--- config.mk ---
export PLATFORM = sky130hd
export DESIGN_NAME = clk_char_monitor
export DESIGN_NICKNAME = d
export VERILOG_FILES = /design/src/rtl/clk_char_pkg.sv /design/src/rtl/clk_char_monitor_sync_edge_det.sv /design/src/rtl/clk_char_monitor.sv
export SDC_FILE = /design/constraint.sdc
export NUM_CORES = 1
export LEC_CHECK = 0
export ABC_CLOCK_PERIOD_IN_PS = 6200
export CAP_MARGIN = 15
export CORE_MARGIN = 2
export CORE_UTILIZATION = 30
export DETAILED_ROUTE_END_ITERATION = 10
export HOLD_SLACK_MARGIN = 0.08
export SLEW_MARGIN = 5
export SYNTH_ARGS = -nofsm -noshare
export SYNTH_HDL_FRONTEND = slang
export SYNTH_SLANG_ARGS = --single-unit
--- constraint.sdc ---
create_clock -name clk -period 6.2 [get_ports clk]
set_input_delay 1.24 -clock clk [delete_from_list [all_inputs] [get_ports clk]]
set_output_delay 1.24 -clock clk [all_outputs]
set_load 0.03 [all_outputs]
--- src/rtl/clk_char_pkg.sv ---
// clk_char_pkg: shared types, default widths and latency helper for the clock characteriser
package clk_char_pkg;
    localparam int CNT_W_DEF = 16;
    localparam int SYNC_STAGES_DEF = 2;
    typedef enum logic [1:0] {IDLE, ARM, HIGH, LOW} state_t;
    function automatic int pipe_lat(input int stages);
        return stages + 1;
    endfunction
endpackage

--- src/rtl/clk_char_monitor_sync_edge_det.sv ---
// sync_edge_det: sig_in synchroniser plus prev register, producing rise/fall event flags
module sync_edge_det
    import clk_char_pkg::*;
#(
    parameter int STAGES = SYNC_STAGES_DEF
) (
    input  logic clk,
    input  logic rst_n,
    input  logic d,
    output logic rise,
    output logic fall
);
    localparam int LAT = pipe_lat(STAGES);
    // sh[STAGES-1] is the synchroniser output, sh[STAGES] is prev
    logic [LAT-1:0] sh;
    always_ff @(posedge clk or negedge rst_n) begin
        if (!rst_n) sh <= '0;
        else sh <= {sh[LAT-2:0], d};
    end
    assign rise = sh[STAGES-1] & ~sh[STAGES];
    assign fall = ~sh[STAGES-1] & sh[STAGES];
endmodule

--- src/rtl/clk_char_monitor.sv ---
// clk_char_monitor: measures period, high/low time and ref_tick phase of an async waveform in clk cycles
module clk_char_monitor
    import clk_char_pkg::*;
#(
    parameter int CNT_W = CNT_W_DEF,
    parameter int SYNC_STAGES = SYNC_STAGES_DEF
) (
    input  logic             clk,
    input  logic             rst_n,
    input  logic             en,
    input  logic             sig_in,
    input  logic             ref_tick,
    output logic [CNT_W-1:0] period,
    output logic [CNT_W-1:0] high_time,
    output logic [CNT_W-1:0] low_time,
    output logic [CNT_W-1:0] phase,
    output logic             phase_vld,
    output logic             res_vld,
    output logic             ovf
);
    localparam logic [CNT_W-1:0] MAX = '1;
    localparam logic [CNT_W-1:0] ONE = CNT_W'(1);

    state_t state, state_d;
    logic [CNT_W-1:0] cnt, cnt_d, ph_cnt;
    logic ph_arm, en_d, rise, fall, sat, res, lat_hi, set_ovf;

    sync_edge_det #(.STAGES(SYNC_STAGES)) u_sync (
        .clk  (clk),
        .rst_n(rst_n),
        .d    (sig_in),
        .rise (rise),
        .fall (fall)
    );

    assign sat = (cnt == MAX);

    always_ff @(posedge clk or negedge rst_n) begin
        if (!rst_n) state <= IDLE;
        else state <= state_d;
    end

    always_comb begin
        state_d = state;
        cnt_d = cnt + ONE;
        res = 1'b0;
        lat_hi = 1'b0;
        set_ovf = 1'b0;
        if (!en || state == IDLE) begin
            state_d = en ? ARM : IDLE;
            cnt_d = '0;
        end else if (sat) begin
            // a stuck or too-slow waveform: restart cleanly from the next rise
            state_d = ARM;
            cnt_d = '0;
            set_ovf = 1'b1;
        end else begin
            case (state)
                ARM: begin
                    state_d = rise ? HIGH : ARM;
                    cnt_d = rise ? ONE : cnt + ONE;
                end
                HIGH: begin
                    state_d = fall ? LOW : HIGH;
                    lat_hi = fall;
                end
                default: begin
                    state_d = rise ? HIGH : LOW;
                    cnt_d = rise ? ONE : cnt + ONE;
                    res = rise;
                end
            endcase
        end
    end

    always_ff @(posedge clk or negedge rst_n) begin
        if (!rst_n) begin
            cnt <= '0;
            en_d <= 1'b0;
            period <= '0;
            high_time <= '0;
            low_time <= '0;
            phase <= '0;
            phase_vld <= 1'b0;
            res_vld <= 1'b0;
            ovf <= 1'b0;
        end else begin
            cnt <= cnt_d;
            en_d <= en;
            res_vld <= res;
            if (lat_hi) high_time <= cnt;
            if (res) begin
                period <= cnt;
                low_time <= cnt - high_time;
                phase_vld <= ph_arm;
                if (ph_arm) phase <= (ph_cnt == MAX) ? MAX : ph_cnt + ONE;
            end
            if (set_ovf) ovf <= 1'b1;
            else if (en && !en_d) ovf <= 1'b0;
        end
    end

    // the rise captures the old count before a coincident ref_tick reloads it
    always_ff @(posedge clk or negedge rst_n) begin
        if (!rst_n) begin
            ph_cnt <= '0;
            ph_arm <= 1'b0;
        end else if (!en) begin
            ph_arm <= 1'b0;
        end else if (ref_tick) begin
            ph_cnt <= '0;
            ph_arm <= 1'b1;
        end else if (res) begin
            ph_arm <= 1'b0;
        end else if (ph_arm && ph_cnt != MAX) begin
            ph_cnt <= ph_cnt + ONE;
        end
    end
endmodule

Word-level counts from Yosys, hierarchy flattened
Cells that the tools add are included.
{"block": "word_totals", "inputBits": 5, "register_bits": 106}
{"block": "op_classes", "n_reduce_logical": 11, "bitwise": 4, "n_mux": 28, "addsub": 3, "eq_ne": 7}
{"op": "16-bit 2-to-1 mux", "n": 8}
{"op": "16-bit by 1-bit adder with 16-bit output (second input constant)", "n": 2}
{"op": "16-bit == test (second input constant)", "n": 2}
{"op": "1-bit 2-to-1 mux", "n": 16}
{"op": "16-bit != test (second input constant)", "n": 1}
{"op": "16-bit subtractor", "n": 1}
{"op": "2-bit 2-to-1 mux", "n": 3}
{"op": "2-bit case mux with 2 select lines", "n": 1}
{"op": "2-bit nonzero test", "n": 2}
{"op": "3-bit by 1-bit != test with 1-bit output (second input constant)", "n": 1}
{"op": "3-bit AND reduction", "n": 1}
{"op": "1-bit AND", "n": 2}
{"op": "2-bit by 1-bit == test with 1-bit output (second input constant)", "n": 1}
{"op": "2-bit == test (second input constant)", "n": 1}
{"op": "1-bit logical AND", "n": 2}
{"op": "1-bit zero test", "n": 2}
{"op": "2-bit zero test", "n": 1}
{"op": "2-bit != test (second input constant)", "n": 1}
{"op": "1-bit inverter", "n": 2}
{"op": "2-bit AND reduction", "n": 1}
{"op": "2-bit OR reduction", "n": 1}
{"op": "1-bit logical OR", "n": 1}

Depth between registers and ports, before layout
{"block": "depth", "ltp_word": 8, "mapped_depth": 12, "mapped_depth_nobuf": 11}

By module
Synthesis repeated with hierarchy kept, for this count alone.
{"block": "unflattened", "hier_cells": 556, "hier_area_um2": 5237.5}
{"module": "clk_char_monitor", "cells_each": 551, "instances": 1, "area_each_um2": 5147.4, "seq_area_each_um2": 2577.5}
{"module": "sync_edge_det", "cells_each": 5, "instances": 1, "area_each_um2": 90.1, "seq_area_each_um2": 75.1}

Worst setup path before layout
OpenSTA, ideal clock, no wires.
{"block": "synth_path", "path_type": "register to register", "startpoint": "register high_time[0]", "endpoint": "register low_time[10]", "t_arrival_ps": 2273, "period_less_slack_ps": 2397, "path_stages_with_launch": 11, "path_slack_ps": 3803, "required_time_ps": 6075, "path_cell_list": "dfrtp_1 > ha_1 > fa_1 > nor2b_1 > o31a_1 > o21ai_1 > a21oi_1 > a21oi_1 > o21bai_1 > xor2_1 > mux2_2"}
{"block": "synth_via", "elab_chain_cells": 1}
{"element": "start, declared", "line_no": "clk_char_monitor.sv:14", "text": "output logic [CNT_W-1:0] high_time,"}
{"element": "start signal, assigned", "line_no": "clk_char_monitor.sv:91", "text": "if (lat_hi) high_time <= cnt;"}
{"element": "16-bit subtractor", "line_no": "clk_char_monitor.sv:94", "text": "low_time <= cnt - high_time;"}
{"element": "end signal, assigned", "line_no": "clk_char_monitor.sv:94"}
{"element": "end, declared", "line_no": "clk_char_monitor.sv:15", "text": "output logic [CNT_W-1:0] low_time,"}
Every way passes these cells.
A chain may end at the register's enable or synchronous reset.

Worst setup path after layout
{"block": "layout_path", "startpoint": "input port en", "endpoint": "register phase[3]"}
{"block": "layout_via", "elab_chain_cells": 4}
{"element": "start, declared", "line_no": "clk_char_monitor.sv:10", "text": "input logic en,"}
{"element": "1-bit zero test"}
{"element": "1-bit logical OR", "line_no": "clk_char_monitor.sv:49", "text": "if (!en || state == IDLE) begin"}
{"element": "1-bit 2-to-1 mux", "line_no": "clk_char_monitor.sv:49"}
{"element": "2-bit AND reduction (no source line)"}
{"element": "end signal, assigned", "line_no": "clk_char_monitor.sv:96", "text": "if (ph_arm) phase <= (ph_cnt == MAX) ? MAX : ph_cnt + ONE;"}
{"element": "end, declared", "line_no": "clk_char_monitor.sv:16", "text": "output logic [CNT_W-1:0] phase,"}
Every way passes these cells.

==> results.yml <==
status:
  status: "finished clean"
synth:
  synth-seq-cells: 106
  synth_warnings: 0
  synth-edff-count: 0
  synth_cell_type_count: 56
  synthTopCellsByArea: "dfrtp_1 (51%), nand2_1 (6.8%), ha_1 (4.8%)"
  synthArstFlopShare: 1.00
  post_synth_inst_count: 537
  synth_ff_type: "dfrtp_1"
  ys_seq_area_frac: 0.508
  yosys.area.top_type_share: 0.508
  synthTopCellsByCount: "dfrtp_1 (106), nand2_1 (95), o21ai_0 (44), nor2_1 (39), a21oi_1 (38)"
  syn-cell-area_mm2: 0.00522
  yosys.area.top_type: "dfrtp_1"
  avgSynthCellArea_um2: 9.72
  yosysMostFrequentCell: "dfrtp_1"
  syn_nets: 563
clock_network:
  cts_root_buffer: "clkbuf_16"
  postCtsSetupBuffers: 0
  clkLatencyLatePin_ns: 0.35
  cts_tree: "yes"
  cts_buffer_depth: 2
  cts.htree.levels: 3
  cts_buffers: 9
  cts_sinks: 106
  post_cts_resize_count: 0
  cts-hold-fix-buffers: 0
  cts.clk_slew.worst_paths_ns: 0.07
pwr:
  peakVddDrop_mv: 0.255
  p_leak_nw: 2.89
  power.total_mw: 2.50
  pwr_density_cell_mw_per_mm2: 388
routing:
  met2_length_mm: 5.70
  wl_met3_um: 559
  drt_pre_antenna_iters: 5
  wl_met1_mm: 5.57
  routed_wl_mm: 11.9
  viasPerCell: 4.76
  wl_per_cell_um: 14.3
  drc: 0
  ant_nets: 0
  top_layer: "met4"
  via_count: 3959
  drt-initial-drc-count: 243
sta:
  worst_slack_ns: 2.21
  fmax_mhz: 250
  clock_skew_ns: 0.00995
  relSlewSlack: 0.452
  worstMarginPinSlew_ns: 0.822
  setup_viol: 0
  rsz0062_at_grt: "false"
  fin_crit_ns: 3.99
  hold_viol: 0
  slew_viol_final: 0
  tns_ns: 0
  period_share: 0.644
setup_path:
  crit_slowest_cell: "clkdlybuf4s50_1"
  critPathMaxFanout: 52
  setup.worst_path.class: "in -> reg"
  crit_path_start_kind: "primary input"
  path_buf_inv: 2
  cp_cell_sequence: "clkdlybuf4s50_1 -> nand3_4 -> inv_2 -> and2_1 -> nor2_1 -> a21oi_1"
  cp_data_required_time_ns: 6.47
  critPathMaxStageDelay_ns: 0.94
  worstSetupEndpointType: "flop"
  cpLargestDelayFamily: "buffers and inverters"
  cp_data_arrival_time_ns: 4.26
grt:
  antenna_found_initial: 0
  grt_pass1_vias: 3961
  grt_usage: 0.137
  grt_pass1_wl_mm: 19.9
  grt.overflow.total: 0
  grt_max_degree: 66
worst_hold_path:
  hold_path_class: "reg -> reg"
floorplan:
  coreArea_mm2: 0.0172
  ios: 72
  die_x_um: 136
  die_y_um: 136
  start_util: 0.304
  dieArea_mm2: 0.0185
  rows: 48
placement:
  dp_slack_ns: 1.89
  dpl_cell_area_mm2: 0.00613
  post-dp-hpwl_mm: 8.30
  port-buffer-count: 71
  gp_congestion: 0.813
final_layout:
  drive_gt1_frac: 0.0677
  final_cell_area_mm2: 0.00643
  n_antenna_cell: 0
  area_growth_pct: 23.1
  fin_nets: 629
  final_util: 0.374
flow_run:
  cap_viol_max_count: 0
-- final cells by class --
| cell class | instances | area [um2] |
|---|---|---|
| clock buffers | 12 | 256 |
| clock inverters | 2 | 37.5 |
| fillers | 1727 | 10700 |
| inverters | 28 | 105 |
| multi-input cells | 384 | 2360 |
| flip-flops and latches | 106 | 2650 |
| well taps | 225 | 282 |
| repair buffers | 74 | 731 |
-- kinds of logic (layout without fill, tap and decap cells) --
logic type               count (synthesis)  count (layout)  synth area share
buffers and inverters                   47             116            0.0391
AO/OA/AOI/OAI                          124             124             0.150
adder cells (fa/ha/maj)                 21              21            0.0518
AND/OR/NAND/NOR                        198             198             0.180
multiplexers                             4               4           0.00863
flip-flops                             106             106             0.508
XOR/XNOR                                37              37            0.0621
-- metal layers --
metal,global-route usage,vias up
met5,0,-
met4,0.0347,0
met2,0.221,89
li1,-,1957
met3,0.0418,7
met1,0.179,1906
-- stage by stage --
step | hold WS (ns) | cells
global placement | 0.334 | 816
finish | 0.353 | 831
CTS | 0.353 | 830
detailed placement | 0.336 | 816
global route | 0.376 | 831
floorplan | 0.331 | 537
-- power by group --
group	internal [mW]	switching [mW]	total (mW)
combinational	0.395	0.577	0.972
sequential	0.847	0.103	0.949
clock	0.331	0.244	0.575
total	1.57	0.923	2.50
-- path summary, 6_finish.rpt --
path                         startpoint           end  slack (ns)  cells after the start
setup / recovery                     en      phase[3]        2.21                      6
hold / removal             u_sync.sh[0]  u_sync.sh[1]        0.35                      0
setup reg to reg                 cnt[0]      phase[3]        2.87                      9
hold reg to reg            u_sync.sh[0]  u_sync.sh[1]        0.35                      0
max in group asynchronous         rst_n   low_time[6]        4.09                      2
min in group asynchronous         rst_n     phase[15]        0.87                      1
-- layout by cell type (no fill, tap or decap), drive strengths merged, types with 2 or more instances in the layout --
cell and n:
and2 5, nand4 7, ha 20, and4 3, and3 9, inv 28
clkdlybuf4s50 70, nor2 41, a21o 11, nor2b 3, o31ai 3, a21oi 40
nor3b 2, o21a 2, xnor2 16, xor2 21, nand2 96, nand3b 3
or3 4, mux2 4, dfrtp 106, nand2b 4, o211ai 3, nand3 16
o21ai 47, buf 4, clkbuf 12, nor4b 2, a31oi 10
-- sequential cells by signal, indices dropped and copies added, names as in the netlist, 2 cells and up --
name / cells
cnt: 16
high_time: 16
low_time: 16
period: 16
ph_cnt: 16
phase: 16
u_sync.sh: 3
state: 2
Note: power is estimated with default switching activity, not from simulation.
